--- config.mk ---
export PLATFORM = sky130hd
export DESIGN_NAME = led_req_arbiter_flat
export DESIGN_NICKNAME = d
export VERILOG_FILES = /design/src/rtl/led_req_arbiter_if.sv /design/src/rtl/led_req_arbiter.sv /design/src/flat_wrapper.sv
export SDC_FILE = /design/constraint.sdc
export NUM_CORES = 1
export LEC_CHECK = 0
export BUFFER_PORTS_ARGS = -buffer_cell sky130_fd_sc_hd__buf_2
export CAP_MARGIN = 20
export CORE_AREA = 10 10 69 83
export DETAILED_ROUTE_END_ITERATION = 8
export DIE_AREA = 0 0 79 93
export PLACE_DENSITY = 0.69
export SLEW_MARGIN = 15
export SYNTH_ARGS = -nofsm -noshare
export SYNTH_HDL_FRONTEND = slang
export SYNTH_SLANG_ARGS = --single-unit
--- constraint.sdc ---
create_clock -name clk -period 7 [get_ports clk]
set_input_delay 0.35 -clock clk [delete_from_list [all_inputs] [get_ports clk]]
set_output_delay 0.35 -clock clk [all_outputs]
set_load 0.02 [all_outputs]
--- src/rtl/led_req_arbiter_if.sv ---
// led_req_arbiter_if: requester/LED bundle for led_req_arbiter.
//   req_valid : one-cycle request pulses from the requesters
//   req_read  : one-cycle acknowledge to the requester being granted
//   led       : one-hot of the granted requester while holding, else 0
//   grant_id  : index of the current or last granted requester
//   busy      : high while a pattern is held on the LEDs
//   done      : pulse on the last hold cycle
//   drop_cnt  : saturating count of requests lost to an already-pending bit
// master = requester/pin side, slave = arbiter.
interface led_req_arbiter_if #(
  parameter int N_REQ = 4,
  parameter int CNT_W = 8
);
  localparam int IW = $clog2(N_REQ);

  logic [N_REQ-1:0] req_valid;
  logic [N_REQ-1:0] req_read;
  logic [N_REQ-1:0] led;
  logic [IW-1:0]    grant_id;
  logic             busy;
  logic             done;
  logic [CNT_W-1:0] drop_cnt;

  modport master (
    output req_valid,
    input  req_read, led, grant_id, busy, done, drop_cnt
  );

  modport slave (
    input  req_valid,
    output req_read, led, grant_id, busy, done, drop_cnt
  );
endinterface

--- src/rtl/led_req_arbiter.sv ---
// led_req_arbiter: round-robin arbiter sharing one LED display among N_REQ
// pulse-producing requesters. Each pulse is latched as a pending request; the
// winner's one-hot code is held on the LEDs for HOLD_CYCLES cycles, followed
// by one blank GAP cycle in which the next winner is chosen.
//   clk   : single clock, rising edge
//   reset : synchronous, active-low
//   bus   : led_req_arbiter_if.slave (req_valid in; req_read, led, grant_id,
//           busy, done, drop_cnt out -- all registered)

// Per-requester pending bit. A new pulse beats a same-cycle grant clear, and a
// pulse that lands on a still-pending bit is reported as a drop.
module led_req_lane (
  input  logic clk,
  input  logic reset,
  input  logic set,
  input  logic clr,
  output logic pend,
  output logic drop
);
  always_ff @(posedge clk) begin
    if (!reset) pend <= 1'b0;
    else        pend <= set | (pend & ~clr);
  end

  assign drop = set & pend & ~clr;
endmodule

module led_req_arbiter #(
  parameter int N_REQ       = 4,
  parameter int HOLD_CYCLES = 8,
  parameter int CNT_W       = 8
) (
  input logic              clk,
  input logic              reset,
  led_req_arbiter_if.slave bus
);
  localparam int IW = $clog2(N_REQ);
  localparam int CW = (HOLD_CYCLES > 1) ? $clog2(HOLD_CYCLES) : 1;

  typedef enum logic [1:0] {IDLE, HOLD, GAP} state_t;

  state_t           state, state_nx;
  logic [CW-1:0]    cnt, cnt_nx;
  logic [IW-1:0]    rr, win, cand;
  logic             found, grant;
  logic [N_REQ-1:0] pend, clr, drop, win_oh;

  logic [N_REQ-1:0] req_read_q, led_q;
  logic [IW-1:0]    grant_id_q;
  logic             busy_q, done_q;
  logic [CNT_W-1:0] drop_cnt_q;

  for (genvar i = 0; i < N_REQ; i++) begin : g_lane
    assign clr[i] = grant && (win == IW'(i));
    led_req_lane u_lane (
      .clk   (clk),
      .reset (reset),
      .set   (bus.req_valid[i]),
      .clr   (clr[i]),
      .pend  (pend[i]),
      .drop  (drop[i])
    );
  end

  // First pending requester at or after rr, wrapping mod N_REQ.
  always_comb begin
    win   = '0;
    found = 1'b0;
    cand  = rr;
    for (int k = 0; k < N_REQ; k++) begin
      if (!found && pend[cand]) begin
        found = 1'b1;
        win   = cand;
      end
      cand = (cand == IW'(N_REQ - 1)) ? '0 : cand + IW'(1);
    end
  end

  // IDLE and GAP both arbitrate; HOLD never does.
  assign grant  = found && (state != HOLD);
  assign win_oh = N_REQ'(1) << win;

  always_comb begin
    state_nx = state;
    cnt_nx   = cnt;
    case (state)
      IDLE, GAP: begin
        if (grant) begin
          state_nx = HOLD;
          cnt_nx   = CW'(HOLD_CYCLES - 1);
        end else begin
          state_nx = IDLE;
        end
      end
      HOLD: begin
        if (cnt == '0) state_nx = GAP;
        else           cnt_nx   = cnt - CW'(1);
      end
      default: begin
        state_nx = IDLE;
        cnt_nx   = '0;
      end
    endcase
  end

  // Outputs are registered from next-state values so they line up with the
  // state they describe.
  always_ff @(posedge clk) begin
    if (!reset) begin
      state      <= IDLE;
      cnt        <= '0;
      rr         <= '0;
      req_read_q <= '0;
      led_q      <= '0;
      grant_id_q <= '0;
      busy_q     <= 1'b0;
      done_q     <= 1'b0;
      drop_cnt_q <= '0;
    end else begin
      state  <= state_nx;
      cnt    <= cnt_nx;
      busy_q <= (state_nx == HOLD);
      done_q <= (state_nx == HOLD) && (cnt_nx == '0);
      if (grant) begin
        rr         <= (win == IW'(N_REQ - 1)) ? '0 : win + IW'(1);
        grant_id_q <= win;
        led_q      <= win_oh;
        req_read_q <= win_oh;
      end else begin
        req_read_q <= '0;
        if (state_nx != HOLD) led_q <= '0;
      end
      // Any number of same-cycle drops counts once.
      if (|drop && drop_cnt_q != '1) drop_cnt_q <= drop_cnt_q + CNT_W'(1);
    end
  end

  assign bus.req_read = req_read_q;
  assign bus.led      = led_q;
  assign bus.grant_id = grant_id_q;
  assign bus.busy     = busy_q;
  assign bus.done     = done_q;
  assign bus.drop_cnt = drop_cnt_q;
endmodule

--- src/flat_wrapper.sv ---
// flat-port wrapper written by rule: the top's interface ports become plain ports
module led_req_arbiter_flat 
#(
  parameter int N_REQ       = 4,
  parameter int HOLD_CYCLES = 8,
  parameter int CNT_W       = 8
)
  (clk, reset, bus_req_valid, bus_req_read, bus_led, bus_grant_id, bus_busy, bus_done, bus_drop_cnt);
  led_req_arbiter_if #(.N_REQ(N_REQ), .CNT_W(CNT_W)) bus_i ();
  input logic clk;
  input logic reset;
  input wire logic [$bits(bus_i.req_valid)-1:0] bus_req_valid;
  output wire logic [$bits(bus_i.req_read)-1:0] bus_req_read;
  output wire logic [$bits(bus_i.led)-1:0] bus_led;
  output wire logic [$bits(bus_i.grant_id)-1:0] bus_grant_id;
  output wire logic [$bits(bus_i.busy)-1:0] bus_busy;
  output wire logic [$bits(bus_i.done)-1:0] bus_done;
  output wire logic [$bits(bus_i.drop_cnt)-1:0] bus_drop_cnt;
  assign bus_i.req_valid = bus_req_valid;
  assign bus_req_read = bus_i.req_read;
  assign bus_led = bus_i.led;
  assign bus_grant_id = bus_i.grant_id;
  assign bus_busy = bus_i.busy;
  assign bus_done = bus_i.done;
  assign bus_drop_cnt = bus_i.drop_cnt;
  led_req_arbiter #(.N_REQ(N_REQ), .HOLD_CYCLES(HOLD_CYCLES), .CNT_W(CNT_W)) u_core (.clk(clk), .reset(reset), .bus(bus_i));
endmodule
== Word-level counts from Yosys, hierarchy flattened ==
Cells that the tools add are included.
Storage, ports and cells
  output and inout bits: 20
  RAM bits: 0
  bits in latches: 0
  register bits after elaboration: 31
  memories kept: 0
  ROM bits: 0
  logic and storage cells: 105
  input bits: 6
Operators by class
  shift-type cells: 1
  multiply operators: 0
  equal/unequal tests: 12
  order comparisons: 4
  add/subtract/negate cells: 6
  multiplexer cells: 28
  bitwise logic cells: 20
  reduce and logical (&&, ||, !) cells: 21
  divide/modulo/power cells: 0
Operators by type and width (number)
  $mux W2: 9
  $and A1 B1 Y1: 12
  $eq A2 B2 Y1 const B: 6
  $lt A2 B3 Y1 const B: 4
  $logic_and A1 B1 Y1: 10
  $mux W1: 9
  $add A2 B1 Y2 const B: 4
  $add A8 B1 Y8 const B: 1
  $bmux W1 S2: 4
  $mux W4: 2
  $ne A8 B8 Y1 const B: 1
  $eq A2 B1 Y1 const B: 3
  $logic_not A3 Y1: 2
  $mux W3: 2
  $pmux W3 S2: 1
  $logic_not A2 Y1: 2
  $ne A2 B1 Y1 const B: 2
  $not A1 Y1: 4
  $or A1 B1 Y1: 4
  $pmux W2 S2: 1
  $reduce_or A4 Y1: 1
  $shl A1 B2 Y4 const A: 1
  $logic_not A1 Y1: 3
  $sub A3 B1 Y3 const B: 1
  3 further kinds: 3

== Logic depth before layout (Yosys ltp) ==
Gate-level depths: netlist of the first run.
  depth in word-level cells: 18
  depth in mapped cells: 14

== By module ==
A second synthesis of the first run with hierarchy kept.
Second synthesis, totals
  cells, all modules: 195
  area, all modules: 1707.9 sq um
Modules (own cells, without submodules)
  led_req_arbiter: area an instance 1517.7 sq um, sequential area each 540.5 sq um, times used 1, cells an instance 179
  led_req_lane: area an instance 47.5 sq um, sequential area each 20.0 sq um, times used 4, cells an instance 4

== Worst setup path before layout of the first run ==
Ideal clock, no wire load.
  path type: reg-to-reg
  from: register u_core.rr[0]
  to: register u_core.drop_cnt_q[7] (netlist: u_core.bus.drop_cnt[7])
  setup time: 115 ps
  cell stages (with the launch flop): 13
  arrival: 2832 ps
  required time: 6885 ps
  path slack: 4053 ps
  buffers on the path: 0
  period minus slack after synthesis: 2947 ps
  path through: dfxtp_1 > ha_1 > nor2_1 > nor2_1 > a221oi_1 > nor2_1 > o32ai_2 > ha_1 > o22ai_1 > nor3_1 > nand2_1 > a31o_2 > and3_1
Between the ends
  longest elaborated chain between the ends: 18
  elaborated cells on any way between the ends: 50
  classes of those cells: add/sub: 3; eq/ne: 6; mux: 19; bitwise: 8; reduce/logical: 14
RTL lines
  from (decl): RTL line led_req_arbiter.sv:44  | logic [IW-1:0] rr, win, cand;
  from (signal assigned): RTL line led_req_arbiter.sv:125  | rr <= (win == IW'(N_REQ - 1)) ? '0 : win + IW'(1);
  branches (longest 16 deep; another with $add A2 B1 Y2)
  $reduce_or A4 Y1 *: RTL line led_req_arbiter.sv:134  | if (|drop && drop_cnt_q != '1) drop_cnt_q <= drop_cnt_q + CNT_W'(1);
  $logic_and A1 B1 Y1 *: RTL line led_req_arbiter.sv:134
  to (signal assigned): RTL line led_req_arbiter.sv:134
  to (decl): RTL line led_req_arbiter.sv:51  | logic [CNT_W-1:0] drop_cnt_q;
Every way passes the cells marked *. The select of a mux whose other input is x is not followed.
A chain may end at the register's enable or synchronous reset.

== Worst setup path in the final report of the first run ==
Same ends and word-level chain as after synthesis.

==> results of run 1 <==
==> cells in the mapped netlist (2+ instances only) <==
| cell type | number |
|---|---|
| dfxtp_1 | 31 |
| nand2_1 | 25 |
| nor2_1 | 16 |
| ha_1 | 8 |
| a21oi_1 | 7 |
| inv_1 | 7 |
| mux2i_1 | 7 |
| and3_1 | 6 |
| nand2b_1 | 6 |
| and2_1 | 5 |
| nand4_1 | 5 |
| nor2b_1 | 5 |
| nor3_1 | 5 |
| o22ai_1 | 5 |
| a21o_1 | 4 |
| clkbuf_1 | 4 |
| o21a_1 | 4 |
| o21ai_0 | 4 |
| a21boi_0 | 3 |
| a21boi_2 | 3 |
| buf_6 | 3 |
| mux2_2 | 3 |
| a211oi_1 | 2 |
| a31oi_1 | 2 |
| buf_2 | 2 |
| nand3_1 | 2 |
| nor3b_1 | 2 |
==> layer usage <==
layer | routed length, um | vias to the layer above | GRT usage
met5 | 0 | - | 0
met3 | 287 | 6 | 0.0421
li1 | - | 764 | -
met1 | 1620 | 689 | 0.113
met2 | 1770 | 37 | 0.159
met4 | 74 | 0 | 0.0449
==> metrics by stage <==
stage               cells  hold slack (ns)
floorplan             202            0.474
global placement      273            0.434
detailed placement    273            0.436
CTS                   280            0.294
global route          280            0.309
finish                280            0.304
==> power breakdown <==
| part | total [mW] | leakage (nW) | switching (mW) | internal (mW) |
|---|---|---|---|---|
| clock network | 0.140 | 0.0470 | 0.0630 | 0.0769 |
| registers | 0.263 | 0.255 | 0.0422 | 0.221 |
| logic | 0.415 | 0.618 | 0.244 | 0.171 |
==> cell families after synthesis <==
group,after synthesis
AOI/OAI and AO/OA,48
xor gates and xnor gates,1
adders and majority gates,8
buffers and inverters,17
DFF,31
muxes,11
and+or+nand+nor,86
==> critical path: stages, from the launching register on <==
cell      delay [ns]
dfxtp_1         0.38
ha_1            0.26
nor2_1          0.36
nor2_1          0.11
a221oi_1        0.33
nor2_1          0.09
o32ai_2         0.38
ha_1            0.28
o22ai_1         0.09
nor3_1          0.44
nand2_1         0.17
a31o_2          0.22
and3_1          0.15
==> worst min path at each step <==
stage | startpoint | end | slack (ns) | depth (start not counted)
finish | bus_req_valid[0] | u_core.g_lane[0].u_lane.pend | 0.30 | 2
CTS | bus_req_valid[0] | u_core.g_lane[0].u_lane.pend | 0.29 | 2
floorplan | bus_req_valid[0] | u_core.g_lane[0].u_lane.pend | 0.47 | 1
global placement | u_core.bus.led[0] | u_core.bus.led[0] | 0.43 | 1
detailed placement | u_core.bus.led[0] | u_core.bus.led[0] | 0.44 | 1
global route | bus_req_valid[3] | u_core.g_lane[3].u_lane.pend | 0.31 | 2
==> layout by cell type, fill, tap and decap left out, drive strengths merged, types with 3 or more instances in the layout <==
cell type,instances
clkbuf,6
and3,6
a21o,4
mux2i,7
a21boi,7
o22ai,5
nand4,5
nand2b,6
and2,5
buf,25
inv,7
nor2b,5
o21ai,4
mux2,3
nor3,5
nand2,26
dfxtp,31
o21a,4
ha,8
nor2,16
a21oi,9
==> registers in the layout, summed over array words and instances, names as in the netlist <==
register and cells:
u_core.bus.grant_id 2, u_core.bus.drop_cnt 8, u_core.bus.led 4, u_core.state 2, u_core.bus.req_read 4, u_core.g_lane.u_lane.pend 4
u_core.bus.busy 1, u_core.bus.done 1, u_core.rr 2, u_core.cnt 3
==> layout make-up <==
cell class                      count  area share
Clock buffer                        6      0.0410
Clock inverter                      1     0.00249
Inverter                            7      0.0131
Multi-Input combinational cell    154       0.538
Sequential cell                    31       0.308
Tap cell                           56      0.0348
Timing Repair Buffer               25      0.0622
==> run metrics, run 1 <==
max-slew violations 0; worst setup path category reg -> reg; post-route cell area 2010 sq um; Routed WL 3750 um; Max Cap Violations 0; Detail Placement HPWL around 2800 um; asr flop ratio synth 0; Slew @ Worst Pin around 0.5 ns; Setup Viol. Count Final 0; mux contribution to synthesized area 0.0703; synthesized flop and latch total 31; Layout fillers 436; number of clock sinks 31; Synth top area share 0.345; final worst slack 3.61 ns; Synth Area in XOR/XNOR 0.00487; initial antenna violation count 0; Final Power 0.818 mW; Post-synth EDFFs 0; P per Cell Area 406 nW/um^2; startpoint types flop; cts bufs inserted 5; largest net degree at the start of global routing 33; RR Endpoint u_core.bus.drop_cnt[7]; status finished, final reports clean; DRC 0; critical path peak fanout 8; RSZ-0062 raised after global routing no; Total Neg Setup Slack 0 ns; Register Area 621 sq um; ys flop type dfxtp_1; final hold violations 0; Synth Area in Simple Gates 0.255; CP endpoint u_core.bus.drop_cnt[7]; 1st-iter DRT viols 93; die footprint about 7300 sq um; antenna viol nets, final 0; TritonRoute pass-1 iters 4; syn avg cell area a little under 9 sq um; Critical Path RT 7.17 ns; Post-Syn Area 1800 sq um; cell row count 26; H-tree depth 2; Nets 238; worst setup path start u_core.rr[0]; Relative slew margins 0.665; Starting Density 0.431; main combinational cell family by area after synthesis simple AND/OR/NAND/NOR gates; CTS tree built; reg2reg path depth 12; hold buffers post-CTS 0; reg-to-reg slack, setup 3.61 ns; Worst EP arrival 3.56 ns; first-pass GRT wire length roughly 6000 um; GRT overflow 0; Final Skew 0.00763 ns; vias in the first global route between 1k and 1.5k; top post-synthesis cells by area dfxtp_1 (35%), ha_1 (5.6%), nand2_1 (5.2%), mux2i_1 (3.9%), nor2_1 (3.3%); Post-Place Worst Slack 3.63 ns; clock root cell clkbuf_8; Vias/cell 5.34; Core ar. approximately 4200 sq um; Leak 0.920 nW; RD Place Congestion 0.833; Synth Area in Compound Gates 0.217; area of the multi-input gates 1080 sq um; fmax 295 MHz; Die Height 93 um; CTS Buffer Depth 2; share of cells above drive strength 1 0.223; Worst-Skew Late Latency 0.28 ns; post-layout min period approximately 3.4 ns; Synth warnings 0; Distinct cells, synth 53; Vias approximately 1.5k; CTS resizes 0; DP Area 1930 sq um; peak supply drop 136 uV; syn_nets 216; cell taking the most area after synthesis dfxtp_1; Avg WL per Cell 13.4 um; # IOs 26; Critical R2R Launch u_core.rr[0]; period utilization 0.484; Gate Count Post-Synth 202; adder-cell share of the synthesized area 0.0557; HP Class in -> reg; Setup Buffers After CTS 0; GRT Total Usage 0.0995; CP endpoint kind flop; Layout Utilization 0.483; Buffers on Ports 25; sequential element share of the synthesized area 0.345; die width around 79 um; # diodes 0; area growth from synthesis to layout 12.0%; clock slew at reported path FFs approximately 0.07 ns
(Power assumes the default switching activity.)
==> inputs of run 2 (changes only) <==
- PLACE_DENSITY: 0.69 -> 0.72
- clock period: 7 -> 2.9 ns (I/O delays scaled with it)
==> run 2 against run 1 <==
Compared with the run above: total power grew to 3.0 times the previous value; combinational power grew to 3.3 times the previous value; global-route usage grew 1.1 points; maximum frequency grew 20%; worst setup slack lost 3.5 ns; utilization grew 6.2 points; wire length grew 15%; clock power grew to 3.2 times the previous value; critical path type unchanged; critical endpoint is now u_core.bus.drop_cnt[5].
==> run metrics, run 2 (synthesized netlist as in run 1, its figures left out) <==
Detail Placement HPWL 3070 um; most frequent cells in the layout dfxtp_1 (29), nand2_1 (25), buf_2 (25); highest cell delay on the worst timing path around 0.40 ns; RD Place Congestion 0.972; hold buffers post-CTS 0; Core ar. 4160 sq um; # diodes 0; CTS tree built; GRT met2 Usage 0.184; Vias 1617; cts bufs inserted 5; status finished, final reports clean; area of the multi-input gates 1180 sq um; share of cells above drive strength 1 0.335; post-layout min period 2.83 ns; Total Neg Setup Slack 0 ns; Final Skew 0.00447 ns; max reg flops 8; GRT Total Usage 0.110; initial antenna violation count 0; startpoint types flop; die width 79 um; clock root cell clkbuf_8; # IOs 26; Vias/cell 5.43; HP Class in -> reg; Relative slew margins 0.657; Avg WL per Cell 14.5 um; GRT busiest layer met2; vias in the first global route around 1.5k; Nets about 260; crit-path cells ha_4 > nor2_4 > nor2_1 > a311oi_2 > nor2_1 > o32ai_4 > inv_2 > ha_1 > o22ai_2 > nor3_4 > a21oi_4 > and2b_1 > mux2i_1; Routed WL 4330 um; Register Area 626 sq um; H-tree depth 2; DP Area 2040 sq um; met3 GRT Util 0.0326; Layout fillers just over 400; fmax 353 MHz; worst setup path category reg -> reg; number of clock sinks 31; GRT overflow 0; P per Cell Area ~1100 nW/um^2; post-route cell area 2270 sq um; Die Height roughly 93 um; Max Cap Violations 0; fin cells between 200 and 300; period utilization 0.976; Leak slightly above 1 nW; Buffers on Ports 25; 1st-iter DRT viols 152; Max stage delay cell, worst path o32ai_4; TritonRoute pass-1 iters 4; Slew @ Worst Pin 0.514 ns; antenna viol nets, final 0; Critical Path RT slightly above 3 ns; Most common cell on crit path nor2_1; peak supply drop approximately 480 uV; largest net degree at the start of global routing 33; area growth from synthesis to layout 26.5%; first-pass GRT wire length 6820 um; DRC 0; Worst-Skew Late Latency 0.28 ns; clock slew at reported path FFs 0.07 ns; final hold violations 0; Hold Slack 0.0913 ns; critical path peak fanout 6; DP Cell Count 288; commonest non-fill, non-tap cell in the layout dfxtp_1; die footprint 7350 sq um; cell row count 26; CP endpoint kind flop; CTS Buffer Depth 2; Starting Density 0.431; Setup Viol. Count Final 0; Worst EP arrival 3.04 ns; max-slew violations 0; grt met1 use 0.128
-- run 2: cell types whose count changed in the layout (fill, tap and decap cells not counted), sizes merged --
cell / delta
bufinv: +1
or2: +1
buf: +16
-- run 2: layer usage --
| metal | vias to the layer above | share of wire |
|---|---|---|
| li1 | 796 | - |
| met1 | 771 | 0.43 |
| met4 | 0 | 0.019 |
| met5 | - | 0 |
| met2 | 41 | 0.50 |
| met3 | 9 | 0.048 |
-- run 2: per-stage QoR --
step                total power, mW  worst slack, ns  utilization
CTS                            2.29           0.0221        0.523
global placement               1.79          -0.0762        0.491
finish                         2.45           0.0691        0.546
global route                   2.61          -0.0628        0.546
floorplan                      1.47           0.0737            -
detailed placement             1.81          -0.0944        0.491
-- run 2: final cells by class --
cell class                      instances  share of cell area
Tap cell                               56              0.0308
Timing Repair Buffer                   41               0.110
Clock inverter                          2              0.0154
Multi-Input combinational cell        155               0.521
Clock buffer                            6              0.0363
Sequential cell                        31               0.275
Inverter                                7              0.0116
-- run 2: path summary, 6_finish.rpt --
| path | from | end | slack [ns] | cells past startpoint |
|---|---|---|---|---|
| max reg2reg | u_core.rr[1] | u_core.bus.drop_cnt[5] | 0.07 | 13 |
| min | bus_req_valid[3] | u_core.g_lane[3].u_lane.pend | 0.09 | 2 |
| max | u_core.rr[1] | u_core.bus.drop_cnt[5] | 0.07 | 13 |
| min reg2reg | u_core.bus.led[3] | u_core.bus.led[3] | 0.44 | 1 |
-- run 2: what timing repair did --
item                       in CTS  in global routing
setup buffers                   0                  1
setup endpoints to repair       7                  8
gates resized for setup         5                 17
pin swaps                       1                  4
gates cloned                    0                  1
-- run 2: where the power goes --
group	switching, mW	internal [mW]
registers	0.0813	0.536
logic	0.752	0.641
clock network	0.164	0.278
-- run 2: worst max-delay path: cells and delay by family (launching register included) --
kind,cells,cell delay [ns]
flops,1,0.37
mux,1,0.16
compound gates,4,1.16
buf+inv,1,0.09
fa+ha+maj,2,0.41
simple gates,5,0.59
